<file path="src/rtl/la_pkg.sv">
// rtl/la_pkg.sv - shared states, sizes and buffer word layout for the capture line writer
package la_pkg;
    typedef enum logic [1:0] {
        IDLE    = 2'd0,
        ARMED   = 2'd1,
        CAPTURE = 2'd2,
        DONE    = 2'd3
    } state_t;

    localparam int LINE_DEPTH = 800;
    localparam int PIX_ADDR_W = 10;
    localparam int PIX_DATA_W = 9;
    localparam int NUM_CH     = 4;

    localparam int TRIG_BIT   = 8;
    localparam int XOR_LSB    = 4;
    localparam int CH_LSB     = 0;

    // Assemble one buffer word: trigger marker, per-channel transition flags, raw sample.
    function automatic logic [PIX_DATA_W-1:0] pack_word(
        input logic              marker,
        input logic [NUM_CH-1:0] flags,
        input logic [NUM_CH-1:0] sample
    );
        logic [PIX_DATA_W-1:0] w;
        w                    = '0;
        w[TRIG_BIT]          = marker;
        w[XOR_LSB +: NUM_CH] = flags;
        w[CH_LSB +: NUM_CH]  = sample;
        return w;
    endfunction
endpackage

</file>
<file path="src/rtl/la_input_sync.sv">
// rtl/la_input_sync.sv - two-flop channel synchroniser with history flop and trigger edge detect
module la_input_sync
    import la_pkg::*;
(
    input  logic              clk,
    input  logic              rst_n,
    input  logic [NUM_CH-1:0] ch_in,
    input  logic [1:0]        trig_sel,
    input  logic              trig_rise,
    output logic [NUM_CH-1:0] sync,
    output logic [NUM_CH-1:0] prev,
    output logic              edge_det
);
    logic [NUM_CH-1:0] meta;

    // Metastability chain plus one extra stage so the edge detector sees consecutive samples.
    always_ff @(posedge clk or negedge rst_n) begin
        if (!rst_n) begin
            meta <= '0;
            sync <= '0;
            prev <= '0;
        end else begin
            meta <= ch_in;
            sync <= meta;
            prev <= sync;
        end
    end

    assign edge_det = trig_rise ? ( sync[trig_sel] & ~prev[trig_sel])
                                : (~sync[trig_sel] &  prev[trig_sel]);
endmodule

</file>
<file path="src/rtl/capture_line_writer.sv">
// rtl/capture_line_writer.sv - triggered capture of one prescaled sample line into the pixel buffer
module capture_line_writer
    import la_pkg::*;
#(
    parameter int DEPTH   = LINE_DEPTH,
    parameter int ADDR_W  = PIX_ADDR_W,
    parameter int DATA_W  = PIX_DATA_W,
    parameter int PRESC_W = 8
) (
    input  logic               clk,
    input  logic               rst_n,
    input  logic [3:0]         ch_in,
    input  logic               arm,
    input  logic               abort,
    input  logic               continuous,
    input  logic [1:0]         trig_sel,
    input  logic               trig_rise,
    input  logic [PRESC_W-1:0] prescale,
    input  logic               frame_ack,
    output logic               wr_en,
    output logic [ADDR_W-1:0]  wr_addr,
    output logic [DATA_W-1:0]  wr_data,
    output logic               busy,
    output logic               done
);
    state_t             state_q;
    state_t             state_d;
    logic [3:0]         sync;
    logic [3:0]         prev;
    logic               edge_det;
    logic [3:0]         last_sample;
    logic [PRESC_W-1:0] presc_cnt;
    logic [PRESC_W-1:0] presc_val;
    logic               trig_hit;
    logic               last_write;

    la_input_sync u_sync (
        .clk       (clk),
        .rst_n     (rst_n),
        .ch_in     (ch_in),
        .trig_sel  (trig_sel),
        .trig_rise (trig_rise),
        .sync      (sync),
        .prev      (prev),
        .edge_det  (edge_det)
    );

    // Edges only count once ARMED is the registered state, so an edge on the arming cycle is missed.
    assign trig_hit   = (state_q == ARMED) && edge_det;
    assign last_write = (state_q == CAPTURE) && wr_en && (wr_addr == ADDR_W'(DEPTH - 1));

    // State register.
    always_ff @(posedge clk or negedge rst_n) begin
        if (!rst_n) begin
            state_q <= IDLE;
        end else begin
            state_q <= state_d;
        end
    end

    // Next-state logic; abort overrides every other request.
    always_comb begin
        state_d = state_q;
        if (abort) begin
            state_d = IDLE;
        end else begin
            case (state_q)
                IDLE:    if (arm)        state_d = ARMED;
                ARMED:   if (trig_hit)   state_d = CAPTURE;
                CAPTURE: if (last_write) state_d = DONE;
                DONE:    if (frame_ack)  state_d = continuous ? ARMED : IDLE;
                default:                 state_d = IDLE;
            endcase
        end
    end

    // Write datapath: first word on trigger, then one word each time the prescaler wraps.
    always_ff @(posedge clk or negedge rst_n) begin
        if (!rst_n) begin
            wr_en       <= 1'b0;
            wr_addr     <= '0;
            wr_data     <= '0;
            last_sample <= '0;
            presc_cnt   <= '0;
            presc_val   <= '0;
        end else begin
            wr_en <= 1'b0;
            if (!abort) begin
                if (trig_hit) begin
                    wr_en       <= 1'b1;
                    wr_addr     <= '0;
                    wr_data     <= DATA_W'(pack_word(1'b1, sync ^ prev, sync));
                    last_sample <= sync;
                    presc_cnt   <= '0;
                    presc_val   <= prescale;
                end else if (state_q == CAPTURE && !last_write) begin
                    if (presc_cnt == presc_val) begin
                        presc_cnt   <= '0;
                        wr_en       <= 1'b1;
                        wr_addr     <= wr_addr + ADDR_W'(1);
                        wr_data     <= DATA_W'(pack_word(1'b0, sync ^ last_sample, sync));
                        last_sample <= sync;
                    end else begin
                        presc_cnt <= presc_cnt + PRESC_W'(1);
                    end
                end
            end
        end
    end

    assign busy = (state_q == ARMED) || (state_q == CAPTURE);
    assign done = (state_q == DONE);
endmodule
</file>
<file path="config.mk">
export PLATFORM = sky130hd
export DESIGN_NAME = capture_line_writer
export DESIGN_NICKNAME = d
export VERILOG_FILES = /design/src/rtl/la_pkg.sv /design/src/rtl/la_input_sync.sv /design/src/rtl/capture_line_writer.sv
export SDC_FILE = /design/constraint.sdc
export NUM_CORES = 1
export LEC_CHECK = 0
export CAP_MARGIN = 10
export CORE_AREA = 5 5 91 72
export CTS_CLUSTER_SIZE = 16
export DETAILED_ROUTE_END_ITERATION = 8
export DIE_AREA = 0 0 96 77
export PLACE_DENSITY_LB_ADDON = 0.1
export SYNTH_ARGS = -nofsm -noshare
export SYNTH_HDL_FRONTEND = slang
export SYNTH_SLANG_ARGS = --single-unit
</file>
<file path="constraint.sdc">
create_clock -name clk -period 1.9 [get_ports clk]
set_input_delay 0.38 -clock clk [delete_from_list [all_inputs] [get_ports clk]]
set_output_delay 0.38 -clock clk [all_outputs]
set_load 0.05 [all_outputs]
</file>
# After elaboration in Yosys (flattened, before gate mapping)
# Cells that the tools add are included.
# totals
input_bits	21
word_cells	70
regBits	54
# classes
bitwise_logic	7
n_reduce_logical	13
n_lt_le_gt_ge	1
muxes	28
eq_ne	9
n_addsub	2
# op_table
cell	count
2-to-1 mux 10 bit	3
2-to-1 mux 9 bit	3
2-to-1 mux 8 bit	3
2-to-1 mux 4 bit	3
inequality test 3 bit, second input constant	4
adder 10 x 1 -> 10 bit, second input constant	1
equality test 10 bit, second input constant	1
2-to-1 mux 2 bit	5
adder 8 x 1 -> 8 bit, second input constant	1
equality test 8 bit	1
2-to-1 mux 1 bit	8
case mux 2 bit (4 select lines)	1
bitwise XOR 4 bit	2
binary-select mux 1 bit (select 2 bit)	2
equality test 2 bit, second input constant	2
logical AND 1 bit	4
AND reduction 2 bit	2
AND reduction 4 bit	1
nonzero test 2 bit	2
less-than comparator 2 x 3 -> 1 bit, second input constant	1
NOT 1 bit	3
AND reduction 3 bit	1
bitwise AND 1 bit	2
equality test 2 x 1 -> 1 bit, second input constant	1
other kinds (3)	3

# Logic depth before layout (Yosys ltp)
# depth
word_depth	9
depth_mapped	10
depth_no_buf	8

# Cells and area by module
# A second synthesis with hierarchy kept.
# hier_totals
cells_unflattened	203
area_unflattened_um2	2488.6
# modules_own_cells
mod	cells_each	seq_area_each_um2	area_each_um2	n_inst
capture_line_writer	180	950.9	2088.3	1
la_input_sync	23	300.3	400.4	1

# Worst setup path before layout
# Ideal clock, no wire load.
# synth_timing
path_type	register to register
from	reg wr_addr[0]
to	reg wr_data[0]
stages_incl_launch_ff	8
setup_slack_ns	-0.356
t_arrival_ns	2.131
period_less_slack_ns	2.256
setup_time_ns	0.125
cell_sequence	dfrtp_1 -> ha_1 -> and4_1 -> a31oi_4 -> nand2_1 -> a21o_4 -> inv_2 -> mux2_2
# synth_between
elab_chain_len	6
# synth_rtl
element	line_no	rtl
start: declaration	capture_line_writer.sv:21	output logic [ADDR_W-1:0] wr_addr,
start signal: assignment	capture_line_writer.sv:100	wr_addr <= wr_addr + ADDR_W'(1);
equality test 10 bit	capture_line_writer.sv:50	assign last_write = (state_q == CAPTURE) && wr_en && (wr_addr == ADDR_W'(DEPTH - 1));
logical AND 1 bit	capture_line_writer.sv:50	
zero test 1 bit	capture_line_writer.sv:96	end else if (state_q == CAPTURE && !last_write) begin
logical AND 1 bit	capture_line_writer.sv:96	
nonzero test 2 bit (no source line)	n/a	
AND reduction 3 bit (no source line)	n/a	
end signal: assignment	capture_line_writer.sv:92	wr_data <= DATA_W'(pack_word(1'b1, sync ^ prev, sync));
end signal: assignment	capture_line_writer.sv:101	wr_data <= DATA_W'(pack_word(1'b0, sync ^ last_sample, sync));
end: declaration	capture_line_writer.sv:22	output logic [DATA_W-1:0] wr_data,
# No other way between the ends.
# A chain may end at the register's enable or synchronous reset.

# Final worst setup path
# layout_timing
from	reg wr_addr[1]
to	reg wr_data[0]
# Same word-level chain as after synthesis.

==> impl_metrics.json <==
{
  "worstReg2RegEnd": "wr_data[0]$_DFFE_PN0P_",
  "setup_violations": 2,
  "grt_pass1_wl_um": 9960,
  "final_cell_mix": "buf_4, dfrtp_1, o21ai_0, clkdlybuf4s50_1, nand2_1",
  "antenna_found_initial": 0,
  "track_usage": 0.171,
  "crit_arrival_ns": 2.11,
  "cts_sinks": 50,
  "grt_max_degree": 51,
  "synthCells": 227,
  "fin_crit_ns": 1.91,
  "hold_path_class": "input pin to async pin",
  "required_ns": 2.10,
  "maxSlewViolCount": 0,
  "hold_viol": 0,
  "crit_path_end_kind": "register",
  "first_pass_iters": 4,
  "layout.nets": 352,
  "netlist.area_leader.share": 0.488,
  "drt_iter0_drc": 54,
  "grt_pass1_vias": 2053,
  "ioPinCount": 43,
  "synth_area_mm2": 0.00257,
  "seq_area_frac_synth": 0.488,
  "core_area_mm2": 0.00559,
  "wire_per_inst_um": 15.1,
  "cts-root-buf": "clkbuf_8",
  "r2r_cells": 8,
  "tritoncts": "built",
  "max_cap_viol_count": 0,
  "clk_pin_slew_worst_paths_ns": 0.09,
  "drive_gt1_frac": 0.411,
  "setup_ws_ns": -0.0102,
  "gr-total-overflow": 0,
  "insertion_delay_ns": 0.31,
  "post_dp_cell_area_mm2": 0.00340,
  "wirelength_um": 6080,
  "cp-startpoint": "wr_addr[1]$_DFFE_PN0P_",
  "fin_util": 0.669,
  "worstPathMaxFanout": 6,
  "floorplan.initialDensity": 0.459,
  "tightestPinTransition_ns": 0.512,
  "async_flop_share": 1.00,
  "power.density_mw_per_mm2": 1270,
  "synth_edf_count": 0,
  "cts_buffers": 5,
  "path_cells": "ha_4 > and4_4 > a31oi_4 > buf_4 > nand2_2 > a21o_4 > inv_6 > mux2_4",
  "ys_top_cells_by_area": "dfrtp_1, mux2_2, o21ai_0",
  "reg2reg_slack_ns": -0.01,
  "fin_crit_sh": 1.01,
  "rsz0062_at_grt": "true",
  "placementRows": 24,
  "multi_input_area_mm2": 0.00135,
  "slowest_delay_ns": 0.43,
  "cpMaxStageDelayCell": "dfrtp_2",
  "die_x_um": 96,
  "gp_congestion": 0.825,
  "die-area_mm2": 0.00739,
  "vias": 2149,
  "h-tree-depth": 2,
  "stdcell_count": 404,
  "status": "finished, violations left",
  "layout_commonest_cell": "buf_4",
  "timing.fmax_ghz": 0.524,
  "ys.flop_type": "dfrtp_1",
  "syn-num-nets": 254,
  "critPathKind": "register to register",
  "yosys.area.top_type": "dfrtp_1",
  "stdcell_area_mm2": 0.00374,
  "synth_seq_cells": 50,
  "drc": 0,
  "n_antenna_cell": 0,
  "synth_cell_type_count": 47,
  "ctsLongestPathBuffers": 2,
  "start_kind": "register",
  "setup_tns_ns": -0.0140,
  "postSynthAreaPerCell_um2": 11.3,
  "dp_cells": 382,
  "clock-skew-final_ns": 0.00766,
  "violations": "negative setup slack",
  "ff_latch_area_mm2": 0.00126,
  "cts_hold_buffers": 0,
  "die_height_um": 77,
  "portBuffers": 42,
  "yosys_warnings": 0,
  "nFillCells": 470,
  "peakVddDrop_mv": 0.534,
  "leakage_nw": 1.71,
  "vias_per_cell": 5.32,
  "slew-limit-headroom": 0.658,
  "place_hpwl_um": 4350,
  "synthToLayoutAreaGrowth_pct": 45.6,
  "r2r-start": "wr_addr[1]$_DFFE_PN0P_",
  "postRouteAntennaNets": 0
}
[worst max-delay path: cells and delay by family (launching register included)]
kind | cells | cell delay (ns)
AOI/OAI and AO/OA | 2 | 0.44
adders and majority gates | 1 | 0.17
buffers and inverters | 2 | 0.25
DFF | 1 | 0.43
muxes | 1 | 0.30
and+or+nand+nor | 2 | 0.21
[state kept, by name, indices dropped and copies added, names as in the netlist]
signal,flops
wr_en,1
state_q,2
wr_data,9
u_sync.sync,4
u_sync.prev,4
presc_val,8
presc_cnt,8
wr_addr,10
u_sync.meta,4
[how the worst max path moves through the flow]
stage,end,slack [ns],depth (start not counted)
after floorplan,wr_data[0]$_DFFE_PN0P_,-0.08,7
after global placement,presc_val[4]$_DFFE_PN0P_,-0.52,7
after detailed placement,presc_val[4]$_DFFE_PN0P_,-0.61,7
after CTS,state_q[0]$_DFFE_PN0P_,-0.01,8
after global routing,wr_addr[6]$_DFFE_PN0P_,-0.1,9
final,wr_data[0]$_DFFE_PN0P_,-0.01,8
[layout make-up]
type                            count  share of cell area
Timing Repair Buffer               98               0.235
Tap cell                           78              0.0261
Sequential cell                    50               0.337
Inverter                           11              0.0124
Clock inverter                      1             0.00234
Multi-Input combinational cell    159               0.362
Clock buffer                        7              0.0258
[repair_timing]
action                                  CTS  global route
endpoints found under the setup margin   30            35
gates cloned                              0             0
gates resized for setup                   5            18
pin swaps                                 1             5
endpoints found under the hold margin     0             0
setup buffers                             5             9
[metrics by stage]
step                setup slack (ns)  hold slack, ns  power [W]
global placement              -0.524           0.333    0.00391
global route                 -0.0964          0.0561    0.00501
floorplan                    -0.0789          0.0844    0.00304
finish                       -0.0102          0.0333    0.00474
CTS                          -0.0129          0.0484    0.00468
detailed placement            -0.608           0.339    0.00395
[cell usage after synthesis (2+ instances only)]
cell and number:
and3_1 10, o2111ai_1 4, a221oi_1 2, mux2i_1 2
a21oi_1 5, o22a_2 2, nand4_1 2, mux2_1 2
o21ai_0 19, or2b_1 3, nor2b_1 7, nand2b_1 5
o31ai_1 5, dfrtp_1 50, mux2_2 10, o211ai_1 5
a2111o_1 4, xnor2_1 8, and4_1 2, ha_1 6
and3_2 2, nand3b_1 5, buf_2 3, nor4b_2 2
nor4b_1 7, a22oi_1 6, nand3_1 5, inv_1 10
buf_6 3, nand2_1 14
[power by group]
group | internal, W | switching (W)
sequential | 0.00137 | 0.000242
clock | 0.000334 | 0.000363
combinational | 0.00109 | 0.00133
[cell families (layout without fill, tap and decap cells)]
logic type	after synthesis	count (layout)	synth area share
simple gates	72	72	0.191
compound gates	59	59	0.168
flops	50	50	0.488
buf+inv	18	117	0.0366
mux	14	14	0.0605
xor+xnor	8	8	0.0273
fa+ha+maj	6	6	0.0293
[routing by layer]
layer | part of all wire | vias up | global-route usage
met1 | 0.48 | 1051 | 0.247
met2 | 0.46 | 44 | 0.258
li1 | - | 1047 | -
met3 | 0.043 | 7 | 0.0362
met5 | 0 | - | 0
met4 | 0.012 | 0 | 0.0455
(Power assumes the default switching activity.)
==> RTL change 1 (same settings) <==
Re-encode `state_t` (4 states) as Gray code, 2 bits wide.
--- a/src/rtl/la_pkg.sv
+++ b/src/rtl/la_pkg.sv
@@ -3,6 +3,6 @@
     typedef enum logic [1:0] {
-        IDLE    = 2'd0,
-        ARMED   = 2'd1,
-        CAPTURE = 2'd2,
-        DONE    = 2'd3
+        IDLE    = 2'b00,
+        ARMED   = 2'b01,
+        CAPTURE = 2'b11,
+        DONE    = 2'b10
     } state_t;
Function: no difference found for any inputs over 10 cycles, from zero or initial values and one cycle with rst_n low; not proved beyond that.
==> RTL change 1 against the original RTL <==
- the run still ends with setup timing left
- combinational power shrank 44%
- die area unchanged
- largest power group is now registers
- highest routed layer unchanged
- sequential cell count unchanged
- global-route usage up 0.95 points
- setup slack lost 0.27 ns
- power decreased by 22%
- maximum frequency decreased by 13%
- critical path depth fell by 1
- synthesized area down 4.7%
- via count shrank 0.19%
- largest cell class unchanged
- routed wire length increased by 4.0%
- critical endpoint unchanged
- cell area increased by 1.0%
==> RTL change 1: results (changes against the original RTL) <==
Status
  – Status: finished with violations
  – Failing checks: setup timing

Final layout
  – Final #Nets: 360 (+2.3%)
  – Diode count: 0 (unchanged)
  – Layout cell share with drive strength beyond 1: 42.3% (+1.2 points)
  – Largest regs: wr_addr: 10 flops, wr_data: 9 flops

Timing
  – Worst Tran Pin Value: 0.494 ns (-0.0174 ns)
  – Final WS setup: -0.285 ns (-0.274 ns)
  – Post-Route Setup TNS: -6.48 ns (-6.46 ns)
  – Final Hold Viols: 0 (unchanged)
  – Endpoints failing setup: 35 (+33)
  – Clk_skew: 0.00801 ns (+0.000348 ns)

Place
  – DP Area: 3400 um^2 (about the same)
  – Pre-CTS setup slack: -0.788 ns (-0.180 ns)
  – DPL Wire Length: 4.58 mm (+5.2%)
  – Gpl congestion: 0.850 (+3.0%)

Route
  – WL/cell: 15.2 um (+0.96%)
  – Iter 0 DRT Violations: 118 (+120%)
  – Vias per inst: 5.16 (-3.1%)

Yosys
  – Most frequent cells after synthesis: dfrtp_1, a21oi_1, nand2_1, nand2b_1, o21ai_0
  – Synth top area cells: dfrtp_1, nand2b_1, a21oi_1, mux2_2, o21ai_0
  – Post-synthesis sequential area ratio: 51.2% (+2.4 points)
  – Yosys cell types: 50 (+6.4%)

Worst hold path
  – HP Class: register to register

Global route
  – Largest net degree at the start of global routing: 37 (-27%)
  – Vias in the first global route: 2105 (+2.5%)
  – Global Route Usage Sum: 18.0% (+0.95 points)
  – First-pass GRT wire length: 10.5 mm (+5.2%)

Critical path
  – Family with the most delay on the worst path: simple AND/OR/NAND/NOR gates
  – Arrival time at the worst endpoint: 2.37 ns (+0.26 ns)
  – CP max stage cell: dfrtp_2
  – Critical Path Fanout Max: 5 (-1)

Power and ir drop
  – Worst VDD drop: 0.574 mV (+7.5%)
  – Lkg Pwr: 1.70 nW (-0.80%)
## RTL change 1: stage by stage
step | hold slack [ns] | instances
finish | 0.355 | 416
global route | 0.373 | 416
CTS | 0.357 | 414
detailed placement | 0.311 | 400
global placement | 0.314 | 400
floorplan | 0.0844 | 231
## RTL change 1: path summary, 6_finish.rpt
path                                start        endpoint  slack (ns)  depth (start not counted)
min in group asynchronous           rst_n      wr_addr[7]        0.51                          2
hold reg to reg            u_sync.meta[0]  u_sync.sync[0]        0.35                          0
setup reg to reg               wr_addr[1]      wr_data[0]       -0.28                          7
hold / removal             u_sync.meta[0]  u_sync.sync[0]        0.35                          0
max in group asynchronous           rst_n  u_sync.prev[3]        0.88                          3
setup / recovery               wr_addr[1]      wr_data[0]       -0.28                          7
## RTL change 1: worst register-to-register path, stage by stage, from the launching register on
cell and delay [ns]:
dfrtp_2 0.43, ha_4 0.16, and3_4 0.18, a41o_1 0.21, or4_4 0.43, a21boi_4 0.19
clkbuf_16 0.19, mux2_4 0.29
## RTL change 1: area by class of cell
type,instances,area (um^2)
well taps,78,97.6
repair buffers,109,972
clock buffers,5,68.8
inverters,7,26.3
multi-input cells,164,1280
flip-flops and latches,50,1260
clock inverters,3,68.8
fillers,450,1810
## RTL change 1: what timing repair did
item | 4_1_cts | 5_1_grt
hold buffers | 1 | 0
endpoints found under the hold margin | 14 | 0
setup buffers | 4 | 4
resized for setup | 37 | 14
pin swaps | 17 | 11
setup endpoints to repair | 37 | 37
gates cloned | 1 | 0
## RTL change 1: kinds of logic after synthesis
family	Yosys count	synth area share, %
simple gates	83	19.2
xor+xnor	8	2.87
fa+ha+maj	2	1.02
flops	50	51.2
mux	15	7.42
buf+inv	17	3.53
compound gates	56	14.7
## RTL change 1: power by group
part	leakage (nW)	total [mW]	switching [mW]	internal (mW)
Sequential	0.611	1.43	0.157	1.27
Clock	0.0683	0.891	0.364	0.527
Combinational	1.02	1.37	0.724	0.646
Total	1.70	3.69	1.24	2.44
## RTL change 1: layer usage
metal  up-vias  GRT usage [%]  part of all wire (%)
li1       1046              -                     -
met1      1045           26.5                    47
met2        48           27.0                    48
met3         6           3.91                   4.2
met4         0           4.12                  0.96
met5         -              0                     0
==> RTL change 2 (same settings) <==
Made on the original files. Change the parameter `PRESC_W` from 8 to 7.
--- a/src/rtl/capture_line_writer.sv
+++ b/src/rtl/capture_line_writer.sv
@@ -7,3 +7,3 @@
     parameter int DATA_W  = PIX_DATA_W,
-    parameter int PRESC_W = 8
+    parameter int PRESC_W = 7
 ) (
Interface: changed (resized prescale); port bits go from 43 to 42. The function was not compared with the original's and may differ.
==> RTL change 2 against the original RTL <==
- the run still ends with setup timing left
- non-clock buffer count decreased by 10
- critical path depth decreased by 1
- sequential cell count decreased by 2
- power decreased by 12%
- routed wire length increased by 0.21%
- setup slack got worse by 0.12 ns
- synthesized area decreased by 7.6%
- global-route usage increased by 0.25 points
- cell area decreased by 5.7%
- critical path type unchanged
- critical endpoint is now wr_data[1]
- largest cell class unchanged
- largest power group unchanged
==> RTL change 2: results (changes against the original RTL) <==
Status
  – Status: finished with violations
  – Failing checks: setup timing

Critical path
  – Arrival time at the worst endpoint: 2.23 ns (+0.12 ns)
  – R2r endpoint: wr_data[1]
  – Critical Path Fanout Max: 5 (-1)
  – CP Class: register to register
  – Worst r2r path cells: 7 (-1)
  – CP startpoint: u_sync.sync[0]

Place
  – Buffers on Ports: 41 (-2.4%)
  – Gpl congestion: 0.790 (-4.3%)
  – DP Area: 3220 um^2 (-5.3%)
  – DPL Wire Length: 4.31 mm (-0.91%)
  – Pre-CTS setup slack: -0.705 ns (-0.0968 ns)

Yosys
  – Post-synthesis sequential area ratio: 50.6% (+1.9 points)
  – Xor/xnor share of the synthesized area: 2.58% (-0.15 points)
  – Post-Synth Adder-Cell Area: 3.16% (+0.24 points)
  – Yosys cell types: 49 (+4.3%)
  – Multiplexer area fraction after synthesis: 3.80% (-2.2 points)
  – Syn Nets: 247 (-2.8%)
  – Most frequent cells after synthesis: dfrtp_1, nand2_1, o21ai_0
  – Synth top area cells: dfrtp_1, nand2_1, o21ai_0, ha_1, xor2_1
  – Asr flop ratio synth: 100% (unchanged)
  – Post-synthesis compound-gate area fraction: 16.1% (-0.73 points)

Final layout
  – Largest regs: wr_addr: 10 flops, wr_data: 9 flops
  – Diode count: 0 (unchanged)
  – Layout cell share with drive strength beyond 1: 41.8% (+0.70 points)
  – Fill cell count: 485 (+3.2%)
  – Final #Nets: 336 (-4.5%)

Global route
  – Layer with the highest usage: met1
  – First-pass GRT wire length: 9.96 mm (unchanged)
  – Global Route Usage Sum: 17.3% (+0.25 points)
  – Met3 Use GR: 3.52% (-0.098 points)
  – Vias in the first global route: 2002 (-2.5%)
  – Largest net degree at the start of global routing: 49 (-3.9%)
  – Met2 global-route usage: 23.4% (-2.4 points)
  – Met1 usage: 27.2% (+2.6 points)
  – Initial antenna violation count: 0 (unchanged)

CTS
  – CTS max path bufs: 2 (unchanged)
  – Root Driver: clkbuf_8
  – Clock latency on the worst-skew pair: 0.31 ns (about the same)
  – Cts bufs inserted: 5 (unchanged)
  – H-tree depth: 2 (unchanged)
  – Clock transition at path regs: 0.09 ns (about the same)

Route
  – WL/cell: 15.7 um (+4.1%)
  – Iter 0 DRT Violations: 73 (+35%)
  – DR pass1 iterations: 4 (unchanged)
  – Vias per inst: 5.14 (-3.4%)

Timing
  – Post-Route Setup TNS: -2.32 ns (-2.31 ns)
  – Endpoints failing setup: 27 (+25)
  – Worst Tran Pin Value: 0.509 ns (-0.00282 ns)
  – Final WS setup: -0.135 ns (-0.125 ns)
  – Clk_skew: 0.00496 ns (-0.00270 ns)

Power and ir drop
  – Worst VDD drop: 0.670 mV (+25%)
  – Lkg Pwr: 1.60 nW (-6.7%)

Worst hold path
  – HP Class: input pin to asynchronous set/reset pin
==> RTL change 2: layer usage <==
layer  vias up  wire length (um)
li1        994                 -
met1       956              3180
met2        42              2630
met5         -                 0
met3         7               207
met4         0                70
==> RTL change 2: report_power, final <==
group | internal (mW) | switching (mW)
Clock | 0.295 | 0.366
Sequential | 1.27 | 0.267
Combinational | 0.868 | 1.08
Total | 2.43 | 1.72
==> RTL change 2: worst min-delay path by stage <==
stage,end,slack (ns),cells after the start
2_1_floorplan,presc_cnt[0],0.08,0
3_3_place_gp,u_sync.sync[1],0.33,0
3_5_place_dp,u_sync.sync[3],0.34,0
4_1_cts,u_sync.meta[0],0.04,2
5_1_grt,u_sync.prev[0],0.06,2
6_report,u_sync.meta[0],0.02,2
==> RTL change 2: cells by family (layout without fill, tap and decap cells) <==
logic type	count (synthesis)	in the layout
fa+ha+maj	6	6
xor+xnor	7	7
compound gates	52	52
flops	48	48
simple gates	87	87
buf+inv	14	104
mux	7	7
==> RTL change 2: cell type report <==
type	instances	area, um^2	area share (%)
repair buffers	88	793	22.5
clock buffers	6	82.6	2.34
inverters	8	37.5	1.06
clock inverters	2	15.0	0.426
flip-flops and latches	48	1210	34.4
multi-input cells	159	1290	36.5
well taps	78	97.6	2.77
==> RTL change 2: stage by stage <==
step	instances	power, mW
floorplan	221	2.61
global placement	377	3.31
detailed placement	377	3.33
CTS	386	4.01
global route	389	4.39
finish	389	4.15
==> RTL change 2: timing repair <==
item / 4_1_cts / 5_1_grt
gates resized for setup: 8 / 37
pin swaps: 3 / 28
buffers inserted: 1 / 3
endpoints found under the setup margin: 31 / 37
cloned: 0 / 1
==> RTL change 2: critical path, stage by stage (launching register included) <==
cell     delay [ns]
dfrtp_1        0.42
and3b_1        0.17
or4_4          0.54
and4_4         0.22
nand2_4        0.07
a21o_4         0.17
inv_8          0.05
mux2_4         0.29
